<file path="config.mk">
export PLATFORM = sky130hd
export DESIGN_NAME = stopwatch_ctrl
export DESIGN_NICKNAME = d
export VERILOG_FILES = /design/src/rtl/stopwatch_ctrl.sv
export SDC_FILE = /design/constraint.sdc
export NUM_CORES = 1
export LEC_CHECK = 0
export BUFFER_PORTS_ARGS = -buffer_cell sky130_fd_sc_hd__buf_2
export CAP_MARGIN = 20
export CELL_PAD_IN_SITES_DETAIL_PLACEMENT = 0
export CELL_PAD_IN_SITES_GLOBAL_PLACEMENT = 1
export CORE_UTILIZATION = 47
export DETAILED_ROUTE_END_ITERATION = 10
export GPL_TIMING_DRIVEN = 0
export HOLD_SLACK_MARGIN = 0.06
export PLACE_DENSITY_LB_ADDON = 0.1
export SLEW_MARGIN = 20
export SYNTH_ARGS = -nofsm -noshare
export SYNTH_HDL_FRONTEND = slang
export SYNTH_SLANG_ARGS = --single-unit
</file>
<file path="constraint.sdc">
create_clock -name clk -period 2.55 [get_ports clk]
set_clock_uncertainty 0.15 [all_clocks]
set_input_delay 0.51 -clock clk [delete_from_list [all_inputs] [get_ports clk]]
set_output_delay 0.51 -clock clk [all_outputs]
set_load 0.1 [all_outputs]
</file>
<file path="src/rtl/stopwatch_ctrl.sv">
// -----------------------------------------------------------------------------
// stopwatch_ctrl
//
// Start/stop/lap stopwatch sequencer for the two-digit BCD event counter and
// its 7-segment display path. Two active-low push-buttons are synchronized
// and edge-detected (no debounce). A prescaler divides clk down to count
// steps. The live count runs 00..99 in BCD. A lap register holds a frozen
// copy of the count for display while counting continues underneath.
//
// Parameters
//   DIV    clk cycles per count increment (>= 2)
//   DIV_W  prescaler width, 2**DIV_W >= DIV
//
// Ports
//   clk         system clock, all state changes on the rising edge
//   clr         asynchronous active-low reset
//   btn_ss      start/stop button, active-low, asynchronous to clk
//   btn_lap     lap/clear button, active-low, asynchronous to clk
//   ones        displayed BCD ones digit (lap value in LAP, else live)
//   tens        displayed BCD tens digit (lap value in LAP, else live)
//   running     high in RUN or LAP
//   lap_active  high in LAP, display frozen
//   tick        one-cycle pulse in the cycle after each count increment
//   wrap        one-cycle pulse in the cycle after the 99 -> 00 rollover
// -----------------------------------------------------------------------------
module stopwatch_ctrl #(
   parameter int unsigned DIV   = 50000000,
   parameter int unsigned DIV_W = 26
) (
   input  logic       clk,
   input  logic       clr,
   input  logic       btn_ss,
   input  logic       btn_lap,
   output logic [3:0] ones,
   output logic [3:0] tens,
   output logic       running,
   output logic       lap_active,
   output logic       tick,
   output logic       wrap
);

   typedef enum logic [1:0] {
      IDLE  = 2'd0,
      RUN   = 2'd1,
      PAUSE = 2'd2,
      LAP   = 2'd3
   } state_t;

   localparam logic [DIV_W-1:0] PRE_LAST = DIV_W'(DIV - 1);

   // ---------------------------------------------------------------------------
   // Button synchronizers and falling-edge detectors
   // ---------------------------------------------------------------------------
   logic ss_meta, ss_sync, ss_prev;
   logic lap_meta, lap_sync, lap_prev;

   // NOTE: the synchronizer chain resets to 1 (button released) so that
   // leaving reset never looks like a press.
   always_ff @(posedge clk or negedge clr) begin
      if (!clr) begin
         ss_meta  <= 1'b1;
         ss_sync  <= 1'b1;
         ss_prev  <= 1'b1;
         lap_meta <= 1'b1;
         lap_sync <= 1'b1;
         lap_prev <= 1'b1;
      end else begin
         // NOTE: non-blocking assignments make every flop sample the value
         // from before the edge, which is what builds a real shift chain.
         ss_meta  <= btn_ss;
         ss_sync  <= ss_meta;
         ss_prev  <= ss_sync;
         lap_meta <= btn_lap;
         lap_sync <= lap_meta;
         lap_prev <= lap_sync;
      end
   end

   logic ss_press;
   logic lap_press;
   logic lap_go;

   assign ss_press  = ss_prev & ~ss_sync;
   assign lap_press = lap_prev & ~lap_sync;
   // Start/stop has priority: a lap press in the same cycle is dropped.
   assign lap_go    = lap_press & ~ss_press;

   // ---------------------------------------------------------------------------
   // BCD increment: returns {rollover, tens, ones}
   // ---------------------------------------------------------------------------
   function automatic logic [8:0] bcd_inc(input logic [3:0] t, input logic [3:0] o);
      logic [8:0] r;
      if (o != 4'd9)
         r = {1'b0, t, o + 4'd1};
      else if (t != 4'd9)
         r = {1'b0, t + 4'd1, 4'd0};
      else
         r = {1'b1, 4'd0, 4'd0};
      return r;
   endfunction

   // ---------------------------------------------------------------------------
   // State, prescaler, live count, lap register, pulse outputs
   // ---------------------------------------------------------------------------
   state_t           state;
   logic [DIV_W-1:0] pre;
   logic [3:0]       live_ones, live_tens;
   logic [3:0]       lap_ones, lap_tens;
   logic             counting;

   assign counting = (state == RUN) || (state == LAP);

   always_ff @(posedge clk or negedge clr) begin
      if (!clr) begin
         state     <= IDLE;
         pre       <= '0;
         live_ones <= 4'd0;
         live_tens <= 4'd0;
         lap_ones  <= 4'd0;
         lap_tens  <= 4'd0;
         tick      <= 1'b0;
         wrap      <= 1'b0;
      end else begin
         tick <= 1'b0;
         wrap <= 1'b0;

         // Counting depends on the current state only, so a step due on the
         // edge that leaves RUN/LAP still happens.
         if (counting) begin
            if (pre == PRE_LAST) begin
               pre <= '0;
               {wrap, live_tens, live_ones} <= bcd_inc(live_tens, live_ones);
               tick <= 1'b1;
            end else begin
               pre <= pre + 1'b1;
            end
         end else if (state == IDLE) begin
            pre <= '0;
         end
         // PAUSE: prescaler holds so resuming keeps the phase.

         case (state)
            IDLE: begin
               if (ss_press)
                  state <= RUN;
            end
            RUN: begin
               if (ss_press) begin
                  state <= PAUSE;
               end else if (lap_go) begin
                  state    <= LAP;
                  lap_ones <= live_ones;
                  lap_tens <= live_tens;
               end
            end
            LAP: begin
               if (ss_press)
                  state <= PAUSE;
               else if (lap_go)
                  state <= RUN;
            end
            PAUSE: begin
               if (ss_press) begin
                  state <= RUN;
               end else if (lap_go) begin
                  state     <= IDLE;
                  pre       <= '0;
                  live_ones <= 4'd0;
                  live_tens <= 4'd0;
               end
            end
            default: state <= IDLE;
         endcase
      end
   end

   // ---------------------------------------------------------------------------
   // Outputs: selected from registers only
   // ---------------------------------------------------------------------------
   assign ones       = (state == LAP) ? lap_ones : live_ones;
   assign tens       = (state == LAP) ? lap_tens : live_tens;
   assign running    = counting;
   assign lap_active = (state == LAP);

   // Digits never leave the BCD range, and a rollover always comes with a tick.
   a_live_bcd: assert property (@(posedge clk) disable iff (!clr)
      (live_ones <= 4'd9) && (live_tens <= 4'd9));
   a_wrap_tick: assert property (@(posedge clk) disable iff (!clr)
      wrap |-> tick);

endmodule
</file>
## Word-level counts from Yosys, hierarchy flattened

Cells that the tools add are included.

- Logic and storage cells: 69
- Input port bits: 4
- Register bits: 52

- Bitwise gates (word level): 6
- Multiplexer cells: 32
- $add $sub $neg: 3
- Eq/ne operators: 10
- Reductions and logical operators: 4

Operator list:

| cell | number |
|---|---|
| 26-bit 2-to-1 mux | 6 |
| 4-bit 2-to-1 mux | 12 |
| 26-bit by 1-bit adder with 26-bit output, second input constant | 1 |
| 26-bit equality test, second input constant | 1 |
| 9-bit 2-to-1 mux | 2 |
| 2-bit 2-to-1 mux | 7 |
| 4-bit by 1-bit adder with 4-bit output, second input constant | 2 |
| 4-bit != test, second input constant | 2 |
| 2-bit case mux with 4 select lines | 1 |
| 3-bit != test, second input constant | 2 |
| 2-bit equality test, second input constant | 2 |
| 1-bit 2-to-1 mux | 4 |
| 4-bit AND reduction | 1 |
| 1-bit AND | 3 |
| 3-bit by 1-bit != test with 1-bit output, second input constant | 1 |
| 1-bit inverter | 3 |
| 3-bit AND reduction | 1 |
| 2-bit by 1-bit equality test with 1-bit output, second input constant | 1 |
| 2-bit logical NOT | 1 |
| 2-bit != test, second input constant | 1 |
| 1-bit logical OR | 1 |

## Depth between registers and ports, before layout

Gate-level depths: netlist of the first run.

- Word-level depth: 8
- Gate-level depth with buffers: 7

## Worst setup path before layout of the first run

OpenSTA, ideal clock, no wires.

- Path type: register to output
- Start: register state[0]
- End: output port tens[1]
- Cell stages (with the launch flop): 5
- Buffers on the path: 1
- Arrival: 3.491 ns
- Slack: -1.601 ns
- Cell sequence: dfrtp_1 > clkbuf_1 > nand2_1 > inv_1 > o21ai_0

- Word-level cells in the longest chain between the ends: 2

RTL lines:

| element | line | RTL |
|---|---|---|
| start: declaration | 105 | `state_t state;` |
| start signal: assignment | 115 | `state <= IDLE;` |
| start signal: assignment | 145 | `state <= RUN;` |
| start signal: assignment | 149 | `state <= PAUSE;` |
| 2-bit equality test | n/a |  |
| named net lap_active | 37 | `output logic lap_active,` |
| 4-bit 2-to-1 mux | 181 | `assign tens = (state == LAP) ? lap_tens : live_tens;` |
| end: declaration | 35 | `output logic [3:0] tens,` |

The timed path passes the listed nets, and every way through them passes these cells.

## Worst setup path in the final report of the first run

- Start: register state[0]
- End: output port tens[1]

- Word-level cells in the longest chain between the ends: 2

RTL lines:

| element | line |
|---|---|
| 2-bit equality test | 181 |
| 4-bit 2-to-1 mux | 181 |

Every way passes these cells.

==> results.sh, run 1 <==
export IMPL_cts_root_buffer="sky130_fd_sc_hd__clkbuf_8"
export IMPL_max_vdd_ir_drop_uv=363.1
export IMPL_worst_setup_hold_path_clk_slew_ns=0.10
export IMPL_area_of_the_multi_input_gates_sq_mm=0.001381
export IMPL_grt_setup_unrepaired="false"
export IMPL_wire_per_inst_microns=15.53
export IMPL_fin_nets=318
export IMPL_hp_class="input port to asynchronous set/reset pin"
export IMPL_num_rows=27
export IMPL_p_leak_nw=1.348
export IMPL_buffer_ports_inserted=15
export IMPL_grt_overflow=0
export IMPL_worst_path_max_delay_cell="sky130_fd_sc_hd__buf_2"
export IMPL_timing_critical_path_fanout_max=10
export IMPL_setup_reg_to_reg_worst_slack_ns=0.14
export IMPL_global_route_wire_length_before_repair_microns=10270
export IMPL_pin_count=16
export IMPL_leading_cell_type_in_the_layout_fill_and_taps_excluded="sky130_fd_sc_hd__dfrtp_1"
export IMPL_hold_violations=0
export IMPL_gr_usage_all_layers_pct=21.39
export IMPL_dominantRegCellSynth="sky130_fd_sc_hd__dfrtp_1"
export IMPL_chipHeight_microns=78.90
export IMPL_dp_worst_setup_slack_ns=-0.03461
export IMPL_synth_yosys_warnings=0
export IMPL_most_common_layout_cells="46 x sky130_fd_sc_hd__dfrtp_1, 24 x sky130_fd_sc_hd__nand2_1, 23 x sky130_fd_sc_hd__a21oi_1"
export IMPL_chipWidth_microns=78.90
export IMPL_design_power_total_mw=2.176
export IMPL_ff_latch_area_sq_mm=0.001309
export IMPL_endpoint_kind="output pin"
export IMPL_grt_antenna_before_repair=0
export IMPL_initial_core_util_pct=49.55
export IMPL_drt_first_iter_violations=77
export IMPL_max_stage_delay_ns=0.43
export IMPL_grt_max_degree=53
export IMPL_path_cells="clkbuf_4 -> nand2_4 -> clkinvlp_4 -> o21ai_4 -> buf_2"
export IMPL_yosysSeqAreaShare_pct=47.10
export IMPL_cts_buffer_depth=2
export IMPL_timing_worst_setup_path_type="flop to output pin"
export IMPL_rr_startpoint="pre[0]"
export IMPL_synth_fp_nets=296
export IMPL_r2r_worst_path_cells=7
export IMPL_fillerInstances=525
export IMPL_gp_congestion=0.8274
export IMPL_slew_headroom_pct=55.34
export IMPL_fmax_mhz=413.3
export IMPL_powerDensity_mw_per_mm2=706.4
export IMPL_setup_ws_ns=0.1306
export IMPL_htree_num_levels=2
export IMPL_cts_hold_buf=0
export IMPL_post_route_period_util_pct=94.88
export IMPL_core_area_sq_mm=0.005608
export IMPL_total_routed_wirelength_microns=5978
export IMPL_synthesis_instances=290
export IMPL_vias_in_the_first_global_route=2004
export IMPL_r2r_end="live_tens[2]"
export IMPL_postSynthRegisterBits=52
export IMPL_synth_cell_area_sq_mm=0.002779
export IMPL_via_per_inst=5.696
export IMPL_cp_data_arrival_time_ns=1.76
export IMPL_clock_insertion_delay_worst_skew_ns=0.31
export IMPL_tightest_pin_transition_ns=0.6648
export IMPL_cts_tree="done"
export IMPL_library_cells_used_by_synthesis=48
export IMPL_synthesis_area_per_instance_sq_um=9.582
export IMPL_final_layout_size_suffix_gt1_share_pct=20.45
export IMPL_critPathRequiredTime_ns=1.89
export IMPL_min_period_ns=2.419
export IMPL_setup_violations_final=0
export IMPL_area_growth_synth_to_final_pct=10.85
export IMPL_num_vias=2193
export IMPL_startpoint_type="flop"
export IMPL_timing_max_transition_violations_final=0
export IMPL_drcViolationCount=0
export IMPL_synthArstFlopShare_pct=100.0
export IMPL_drt_pass1_iterations=4
export IMPL_final_antenna_net_count=0
export IMPL_number_of_enable_type_register_cells_in_the_synthesized_netlist=0
export IMPL_antennaDiodeCount=0
export IMPL_status="finished clean"
export IMPL_max_cap_violations=0
export IMPL_detailedPlacementHpwl_microns=4182
export IMPL_clkSinkCount=52
export IMPL_numCtsBuffers=5
export IMPL_die_area_sq_mm=0.006224
==> critical path: cells and delay by family, from the launching register on <==
kind | cells | cell delay, ns
simple gates | 1 | 0.14
flops | 1 | 0.37
buf+inv | 3 | 0.79
compound gates | 1 | 0.16
==> per-stage QoR <==
step / util [%] / TNS, ns / hold slack [ns] / cells / instance area [sq um]
2_1_floorplan: - / 0 / 0.06441 / 290 / 2816
3_3_place_gp: 53.17 / -0.002309 / 0.1963 / 377 / 2982
3_5_place_dp: 53.21 / -0.03461 / 0.1973 / 377 / 2984
4_1_cts: 54.84 / 0 / 0.1025 / 385 / 3075
5_1_grt: 54.93 / 0 / 0.1164 / 385 / 3080
6_report: 54.93 / 0 / 0.05300 / 385 / 3080
==> synthesized netlist by cell type, types with 2 or more instances <==
master / count / area [sq um]
sky130_fd_sc_hd__a21o_1: 2 / 15.01
sky130_fd_sc_hd__a21oi_1: 23 / 115.1
sky130_fd_sc_hd__a31oi_1: 9 / 56.30
sky130_fd_sc_hd__and2_1: 3 / 18.77
sky130_fd_sc_hd__and3_1: 3 / 18.77
sky130_fd_sc_hd__and4_1: 2 / 17.52
sky130_fd_sc_hd__buf_2: 2 / 10.01
sky130_fd_sc_hd__buf_6: 3 / 33.78
sky130_fd_sc_hd__clkbuf_1: 8 / 30.03
sky130_fd_sc_hd__dfrtp_1: 46 / 1151
sky130_fd_sc_hd__dfstp_2: 6 / 157.7
sky130_fd_sc_hd__ha_1: 2 / 25.02
sky130_fd_sc_hd__inv_1: 14 / 52.55
sky130_fd_sc_hd__mux2_2: 12 / 135.1
sky130_fd_sc_hd__mux2i_1: 5 / 50.05
sky130_fd_sc_hd__nand2_1: 25 / 93.84
sky130_fd_sc_hd__nand2b_1: 5 / 31.28
sky130_fd_sc_hd__nand3_1: 20 / 100.1
sky130_fd_sc_hd__nand4_1: 9 / 56.30
sky130_fd_sc_hd__nor2_1: 17 / 63.81
sky130_fd_sc_hd__nor2b_1: 6 / 37.54
sky130_fd_sc_hd__nor3_1: 7 / 35.03
sky130_fd_sc_hd__nor4_1: 4 / 25.02
sky130_fd_sc_hd__nor4_4: 2 / 42.54
sky130_fd_sc_hd__o21ai_0: 17 / 85.08
sky130_fd_sc_hd__o21ai_1: 2 / 10.01
sky130_fd_sc_hd__o21ai_2: 2 / 17.52
sky130_fd_sc_hd__o21bai_1: 3 / 22.52
sky130_fd_sc_hd__or2_2: 2 / 12.51
sky130_fd_sc_hd__or3_1: 8 / 50.05
sky130_fd_sc_hd__xnor2_1: 3 / 26.28
sky130_fd_sc_hd__xor2_1: 2 / 17.52
==> how the worst max path moves through the flow <==
stage	startpoint	to	slack (ns)	cells past startpoint
after global routing	pre[0]	live_ones[1]	0.0009	7
after detailed placement	pre[0]	live_tens[2]	-0.03	7
final	state[0]	tens[1]	0.13	5
after global placement	pre[0]	live_tens[2]	-0.002	7
after floorplan	state[0]	tens[1]	0.02	4
after CTS	pre[0]	live_tens[2]	0.02	7
==> logic make-up (layout without fill, tap and decap cells) <==
group / count (synthesis) / after routing / synth area share, %
flip-flops: 52 / 52 / 47.10
multiplexers: 17 / 17 / 6.664
AND/OR/NAND/NOR: 122 / 122 / 25.35
adder cells (fa/ha/maj): 2 / 2 / 0.9004
buffers and inverters: 27 / 50 / 4.547
XOR/XNOR: 5 / 5 / 1.576
AO/OA/AOI/OAI: 65 / 65 / 13.87
==> flip-flops by register name, indices dropped and copies added (netlist names) <==
signal and count:
ss_prev 1, lap_sync 1, state 2, ss_meta 1, lap_prev 1, lap_ones 4, lap_meta 1, live_ones 4
lap_tens 4, ss_sync 1, tick 1, pre 26, live_tens 4, wrap 1
==> power breakdown <==
part	internal, mW	switching (mW)
registers	0.875	0.0558
clock network	0.196	0.277
logic	0.234	0.538
==> what timing repair did <==
item | 4_1_cts | 5_1_grt
endpoints found under the setup margin | 1 | 1
resized for setup | 1 | 2
buffers inserted | 0 | 0
==> per-layer routing <==
metal | part of all wire [%] | vias to the layer above | routed length, microns | global-route usage, %
li1 | - | 1091 | - | -
met1 | 51 | 1060 | 3050 | 32.32
met2 | 44 | 37 | 2604 | 31.83
met3 | 4.5 | 5 | 271 | 3.793
met4 | 0.85 | 0 | 51 | 4.727
met5 | 0 | - | 0 | 0
==> cell type report <==
cell class,count,share of cell area (%)
plain buffers,13,2.518
clock buffers,6,2.356
clock inverters,2,0.5280
inverters,14,1.828
multi-input cells,211,44.84
flip-flops and latches,52,42.49
well taps,72,2.924
repair buffers,15,2.518
(Power assumes the default switching activity.)
==> run 2: changes to the inputs <==
--- a/config.mk
+++ b/config.mk
@@ -7,9 +7,9 @@
 export LEC_CHECK = 0
 export BUFFER_PORTS_ARGS = -buffer_cell sky130_fd_sc_hd__buf_2
 export CAP_MARGIN = 20
-export CELL_PAD_IN_SITES_DETAIL_PLACEMENT = 0
-export CELL_PAD_IN_SITES_GLOBAL_PLACEMENT = 1
-export CORE_UTILIZATION = 47
+export CELL_PAD_IN_SITES_DETAIL_PLACEMENT = 1
+export CELL_PAD_IN_SITES_GLOBAL_PLACEMENT = 2
+export CORE_UTILIZATION = 39
 export DETAILED_ROUTE_END_ITERATION = 10
 export GPL_TIMING_DRIVEN = 0
 export HOLD_SLACK_MARGIN = 0.06
==> run 2 against run 1 <==
  * Combinational power increased by 3%
  * Via count increased by 2.1%
  * Largest power group unchanged
  * Critical path depth unchanged
  * Sequential share of layout area decreased by 0.36 points
  * Critical path type unchanged
  * Non-clock buffer count decreased by 1
  * Wire length increased by 15%
  * Setup slack got worse by 0.024 ns
  * Count of clock-buffer cells in the layout unchanged
  * Power increased by 1.2%
  * Clock power increased by 1%
  * Hold slack improved by 0.021 ns
  * Global-route usage decreased by 1.0 points
==> results.sh, run 2 (synthesis gave the netlist of run 1 again) <==
export IMPL_status="finished clean"
export IMPL_grt_overflow=0
export IMPL_setup_ws_ns=0.1062
export IMPL_final_design_area_no_fill_sq_mm=0.003107
export IMPL_endpoint_kind="output pin"
export IMPL_grt_max_degree=53
export IMPL_drcViolationCount=0
export IMPL_drt_pass1_iterations=4
export IMPL_setup_reg_to_reg_worst_slack_ns=0.19
export IMPL_timing_critical_path_buf_inv=3
export IMPL_fin_nets=317
export IMPL_total_routed_wirelength_microns=6856
export IMPL_slew_headroom_pct=50.28
export IMPL_hold_ws_ns=0.07449
export IMPL_initial_core_util_pct=40.68
export IMPL_htree_num_levels=2
export IMPL_layout_cells_non_filler=408
export IMPL_path_cells="clkbuf_4 -> nand2_4 -> clkinvlp_4 -> o21ai_4 -> buf_2"
export IMPL_worst_setup_hold_path_clk_slew_ns=0.10
export IMPL_area_growth_synth_to_final_pct=11.80
export IMPL_num_rows=30
export IMPL_global_route_wire_length_before_repair_microns=11610
export IMPL_worst_path_max_delay_cell="sky130_fd_sc_hd__buf_2"
export IMPL_leading_cell_type_in_the_layout_fill_and_taps_excluded="sky130_fd_sc_hd__dfrtp_1"
export IMPL_setup_violations_final=0
export IMPL_numPlacedInstances=401
export IMPL_grt_antenna_before_repair=0
export IMPL_core_area_sq_mm=0.006832
export IMPL_cts_tree="done"
export IMPL_via_per_inst=5.490
export IMPL_numCtsBuffers=5
export IMPL_timing_worst_setup_path_type="flop to output pin"
export IMPL_fmax_mhz=409.2
export IMPL_gr_usage_all_layers_pct=20.37
export IMPL_chipWidth_microns=86.41
export IMPL_num_vias=2240
export IMPL_pin_count=16
export IMPL_powerDensity_mw_per_mm2=709.0
export IMPL_cts_root_buffer="sky130_fd_sc_hd__clkbuf_8"
export IMPL_die_area_sq_mm=0.007467
export IMPL_hold_violations=0
export IMPL_critPathRequiredTime_ns=1.89
export IMPL_final_antenna_net_count=0
export IMPL_clock_insertion_delay_worst_skew_ns=0.31
export IMPL_max_stage_delay_ns=0.43
export IMPL_min_period_ns=2.444
export IMPL_largest_reg_flops=26
export IMPL_wire_per_inst_microns=16.80
export IMPL_design_power_total_mw=2.203
export IMPL_largest_register="pre"
export IMPL_cts_buffer_depth=2
export IMPL_timing_max_transition_violations_final=0
export IMPL_final_util_pct=45.48
export IMPL_tightest_pin_transition_ns=0.7401
export IMPL_placement_cell_area_sq_mm=0.003014
export IMPL_fillerInstances=793
export IMPL_grt_setup_unrepaired="false"
export IMPL_drt_first_iter_violations=72
export IMPL_detailedPlacementHpwl_microns=4880
export IMPL_post_route_period_util_pct=95.83
export IMPL_hp_class="input port to asynchronous set/reset pin"
export IMPL_startpoint_type="flop"
export IMPL_buffer_ports_inserted=15
export IMPL_most_common_layout_cells="46 x sky130_fd_sc_hd__dfrtp_1, 24 x sky130_fd_sc_hd__nand2_1, 23 x sky130_fd_sc_hd__a21oi_1"
export IMPL_max_cap_violations=0
export IMPL_cp_top_family="buffers and inverters"
export IMPL_dp_worst_setup_slack_ns=-0.1240
export IMPL_vias_in_the_first_global_route=2239
export IMPL_max_vdd_ir_drop_uv=324.9
export IMPL_antennaDiodeCount=0
export IMPL_p_leak_nw=1.350
export IMPL_final_layout_size_suffix_gt1_share_pct=20.51
export IMPL_chipHeight_microns=86.41
export IMPL_cp_data_arrival_time_ns=1.78
export IMPL_clkSinkCount=52
export IMPL_setup_tns_final_ns=0
export IMPL_gp_congestion=0.7720
export IMPL_timing_critical_path_fanout_max=10
-- run 2: cell types whose count changed in the layout (fill, tap and decap cells not counted) --
cell                         change
sky130_fd_sc_hd__buf_1           -1
sky130_fd_sc_hd__buf_2           -1
sky130_fd_sc_hd__clkbuf_4        +1
sky130_fd_sc_hd__clkinv_2        +1
sky130_fd_sc_hd__clkinv_4        -1
sky130_fd_sc_hd__clkinvlp_4      -1
sky130_fd_sc_hd__inv_6           +1
-- run 2: where the power goes --
part           total [mW]  internal (mW)  switching [mW]
logic               0.792          0.233           0.559
registers           0.932          0.876          0.0561
clock network       0.479          0.196           0.282
total                2.20           1.30           0.898
-- run 2: path summary, 6_finish.rpt --
| kind | startpoint | end | depth (start not counted) |
|---|---|---|---|
| worst max-delay path | state[0] | tens[1] | 5 |
| worst min-delay path | clr | pre[17] | 1 |
| worst max register to register | pre[0] | live_tens[2] | 6 |
| worst min register to register | lap_meta | lap_sync | 0 |
| max in group asynchronous | clr | pre[10] | 1 |
| min in group clk | btn_lap | lap_meta | 1 |
-- run 2: worst register-to-register path: cells and delay by family (launching register included) --
family	cells	cell delay [ns]
adders and majority gates	1	0.31
AOI/OAI and AO/OA	1	0.14
and+or+nand+nor	4	1.23
DFF	1	0.47
-- run 2: final cells by class --
cell class	count	area [sq um]	share of cell area, %
plain buffers	12	73.82	2.376
flip-flops and latches	52	1309	42.13
repair buffers	15	80.08	2.578
clock inverters	2	13.76	0.4430
inverters	14	56.30	1.812
multi-input cells	211	1381	44.46
well taps	96	120.1	3.866
clock buffers	6	72.57	2.336
-- run 2: layer usage --
| metal | vias up | global-route usage, % | share of wire (%) |
|---|---|---|---|
| met5 | - | 0 | 0 |
| met4 | 0 | 7.273 | 1.4 |
| met3 | 6 | 2.571 | 2.5 |
| met2 | 15 | 32.32 | 45 |
| met1 | 1140 | 28.69 | 51 |
| li1 | 1079 | - | - |
-- run 2: what timing repair did --
action | CTS | global route
endpoints found under the hold margin | 0 | 0
cloned | 0 | 0
setup endpoints to repair | 1 | 3
setup buffers | 0 | 0
hold buffers | 0 | 0
gates resized for setup | 2 | 1
==> run 3: changes to the inputs <==
--- a/config.mk
+++ b/config.mk
@@ -9,9 +9,9 @@
 export CAP_MARGIN = 20
 export CELL_PAD_IN_SITES_DETAIL_PLACEMENT = 1
 export CELL_PAD_IN_SITES_GLOBAL_PLACEMENT = 2
+export CORE_MARGIN = 4
 export CORE_UTILIZATION = 39
 export DETAILED_ROUTE_END_ITERATION = 10
-export GPL_TIMING_DRIVEN = 0
 export HOLD_SLACK_MARGIN = 0.06
 export PLACE_DENSITY_LB_ADDON = 0.1
 export SLEW_MARGIN = 20
==> run 3 against run 2 <==
  * Via count shrank 1.4%
  * Die area grew 14%
  * Sequential share of layout area grew 0.28 points
  * Count of clock-buffer cells in the layout is the same
  * Hold slack gained 0.066 ns
  * Critical path type unchanged
  * Largest power group unchanged
  * Highest routed layer unchanged
==> results.sh, run 3 (synthesis gave the netlist of run 1 again) <==
export IMPL_status="finished clean"
export IMPL_numCtsBuffers=5
export IMPL_hold_violations=0
export IMPL_die_area_sq_mm=0.008540
export IMPL_via_per_inst=5.495
export IMPL_leading_cell_type_in_the_layout_fill_and_taps_excluded="sky130_fd_sc_hd__dfrtp_1"
export IMPL_p_leak_nw=1.343
export IMPL_rr_startpoint="pre[2]"
export IMPL_detailedPlacementHpwl_microns=4710
export IMPL_critPathRequiredTime_ns=1.89
export IMPL_fillerInstances=814
export IMPL_pin_count=16
export IMPL_worstHoldEndpoint="ss_meta"
export IMPL_grt_max_degree=53
export IMPL_chipHeight_microns=92.41
export IMPL_core_area_sq_mm=0.006869
export IMPL_hp_class="input port to flop"
export IMPL_tightest_pin_transition_ns=0.7251
export IMPL_setup_reg_to_reg_worst_slack_ns=0.28
export IMPL_initial_core_util_pct=40.46
export IMPL_r2r_worst_path_cells=5
export IMPL_fmax_mhz=430.5
export IMPL_startpoint_type="flop"
export IMPL_cts_hold_buf=0
export IMPL_cts_tree="done"
export IMPL_timing_critical_path_fanout_max=10
export IMPL_grt_overflow=0
export IMPL_buffer_ports_inserted=15
export IMPL_grt_use_met3_pct=2.437
export IMPL_gr_usage_all_layers_pct=16.78
export IMPL_slew_headroom_pct=51.61
export IMPL_gr_usage_met1_pct=23.88
export IMPL_area_growth_synth_to_final_pct=11.17
export IMPL_drt_pass1_iterations=4
export IMPL_share_seq_of_total_power_pct=45.2
export IMPL_wire_per_inst_microns=16.60
export IMPL_total_routed_wirelength_microns=6672
export IMPL_placement_cell_area_sq_mm=0.002992
export IMPL_clkSinkCount=52
export IMPL_swShare_pct=40.76
export IMPL_global_route_wire_length_before_repair_microns=11340
export IMPL_timing_worst_setup_path_type="flop to output pin"
export IMPL_grt_antenna_before_repair=0
export IMPL_setup_violations_final=0
export IMPL_max_vdd_ir_drop_uv=342.3
export IMPL_cts_buffer_depth=2
export IMPL_cell_internal_pwr_mw=1.276
export IMPL_fin_nets=311
export IMPL_antennaDiodeCount=0
export IMPL_timing_max_transition_violations_final=0
export IMPL_r2r_end="live_tens[2]"
export IMPL_max_cap_violations=0
export IMPL_setup_tns_final_ns=0
export IMPL_htree_num_levels=2
export IMPL_final_antenna_net_count=0
export IMPL_hp_start="btn_ss"
export IMPL_whs_path_depth=1
export IMPL_logic_pwr_share_pct=32.5
export IMPL_met2_usage_pct=26.34
export IMPL_clockPowerShare_pct=22.3
export IMPL_vias_in_the_first_global_route=2197
export IMPL_drcViolationCount=0
export IMPL_powerDensity_mw_per_mm2=697.2
export IMPL_ff_latch_area_sq_mm=0.001310
export IMPL_clock_insertion_delay_worst_skew_ns=0.31
export IMPL_endpoint_kind="output pin"
export IMPL_num_vias=2209
export IMPL_most_common_layout_cells="45 x sky130_fd_sc_hd__dfrtp_1, 24 x sky130_fd_sc_hd__nand2_1, 23 x sky130_fd_sc_hd__a21oi_1"
export IMPL_cts_root_buffer="sky130_fd_sc_hd__clkbuf_8"
export IMPL_worst_setup_hold_path_clk_slew_ns=0.09
export IMPL_p_switching_mw=0.8779
export IMPL_grt_setup_unrepaired="false"
export IMPL_chipWidth_microns=92.41
export IMPL_largest_register="pre"
export IMPL_final_layout_size_suffix_gt1_share_pct=20.92
export IMPL_drt_first_iter_violations=59
export IMPL_num_rows=30
export IMPL_setup_repair_bufs_after_cts=0
export IMPL_post_route_period_util_pct=91.09
export IMPL_gp_congestion=0.7381
export IMPL_final_design_area_no_fill_sq_mm=0.003089
export IMPL_busiest_layer="met2"
export IMPL_min_period_ns=2.323
export IMPL_cp_data_arrival_time_ns=1.66
export IMPL_largest_reg_flops=26
export IMPL_area_of_the_multi_input_gates_sq_mm=0.001376
-- run 3: what timing repair did --
action,4_1_cts,5_1_grt
gates resized for setup,2,1
hold endpoints to repair,0,0
endpoints found under the setup margin,2,8
pin swaps,0,0
-- run 3: through the flow --
stage	utilization, %	setup slack (ns)	cells	power [mW]	hold slack, ns
6_report	44.97	0.2271	402	2.154	0.1408
5_1_grt	44.97	0.09217	402	2.304	0.1169
4_1_cts	44.92	0.06513	402	2.178	0.1318
3_5_place_dp	43.55	0.1815	394	1.688	0.1976
3_3_place_gp	43.55	0.2400	394	1.679	0.1997
2_1_floorplan	-	0.01658	290	1.520	0.06441
-- run 3: layer usage --
metal  wire, microns  vias up
li1                -     1070
met3             102        7
met1            3419     1118
met4              80        0
met5               0        -
met2            3070       14
-- run 3: worst max-delay path, cell delays in order (launching register included) --
cell,delay (ns)
sky130_fd_sc_hd__dfrtp_2,0.52
sky130_fd_sc_hd__nand2_4,0.16
sky130_fd_sc_hd__mux2_2,0.26
sky130_fd_sc_hd__buf_2,0.42
-- run 3: worst max-delay path by stage --
stage,startpoint,to,slack (ns),cells after the start
final,state[0],ones[0],0.23,3
after global routing,pre[2],live_tens[2],0.09,5
after CTS,state[0],ones[0],0.07,3
after detailed placement,ss_prev,pre[14],0.18,5
after global placement,ss_prev,pre[14],0.24,5
after floorplan,state[0],tens[1],0.02,4
-- run 3: area by class of cell --
type	instances	share of cell area, %
well taps	96	3.888
clock buffers	6	2.349
repair buffers	21	4.455
multi-input cells	211	44.55
clock inverters	2	0.5265
inverters	14	1.823
flip-flops and latches	52	42.41
-- run 3: power by group through the flow --
stage / Clock (mW) / Sequential (mW) / Combinational, mW
2_1_floorplan: 0 / 0.933 / 0.587
3_3_place_gp: 0 / 0.985 / 0.694
3_5_place_dp: 0 / 0.987 / 0.701
4_1_cts: 0.501 / 0.971 / 0.706
5_1_grt: 0.542 / 0.985 / 0.777
6_report: 0.480 / 0.974 / 0.699
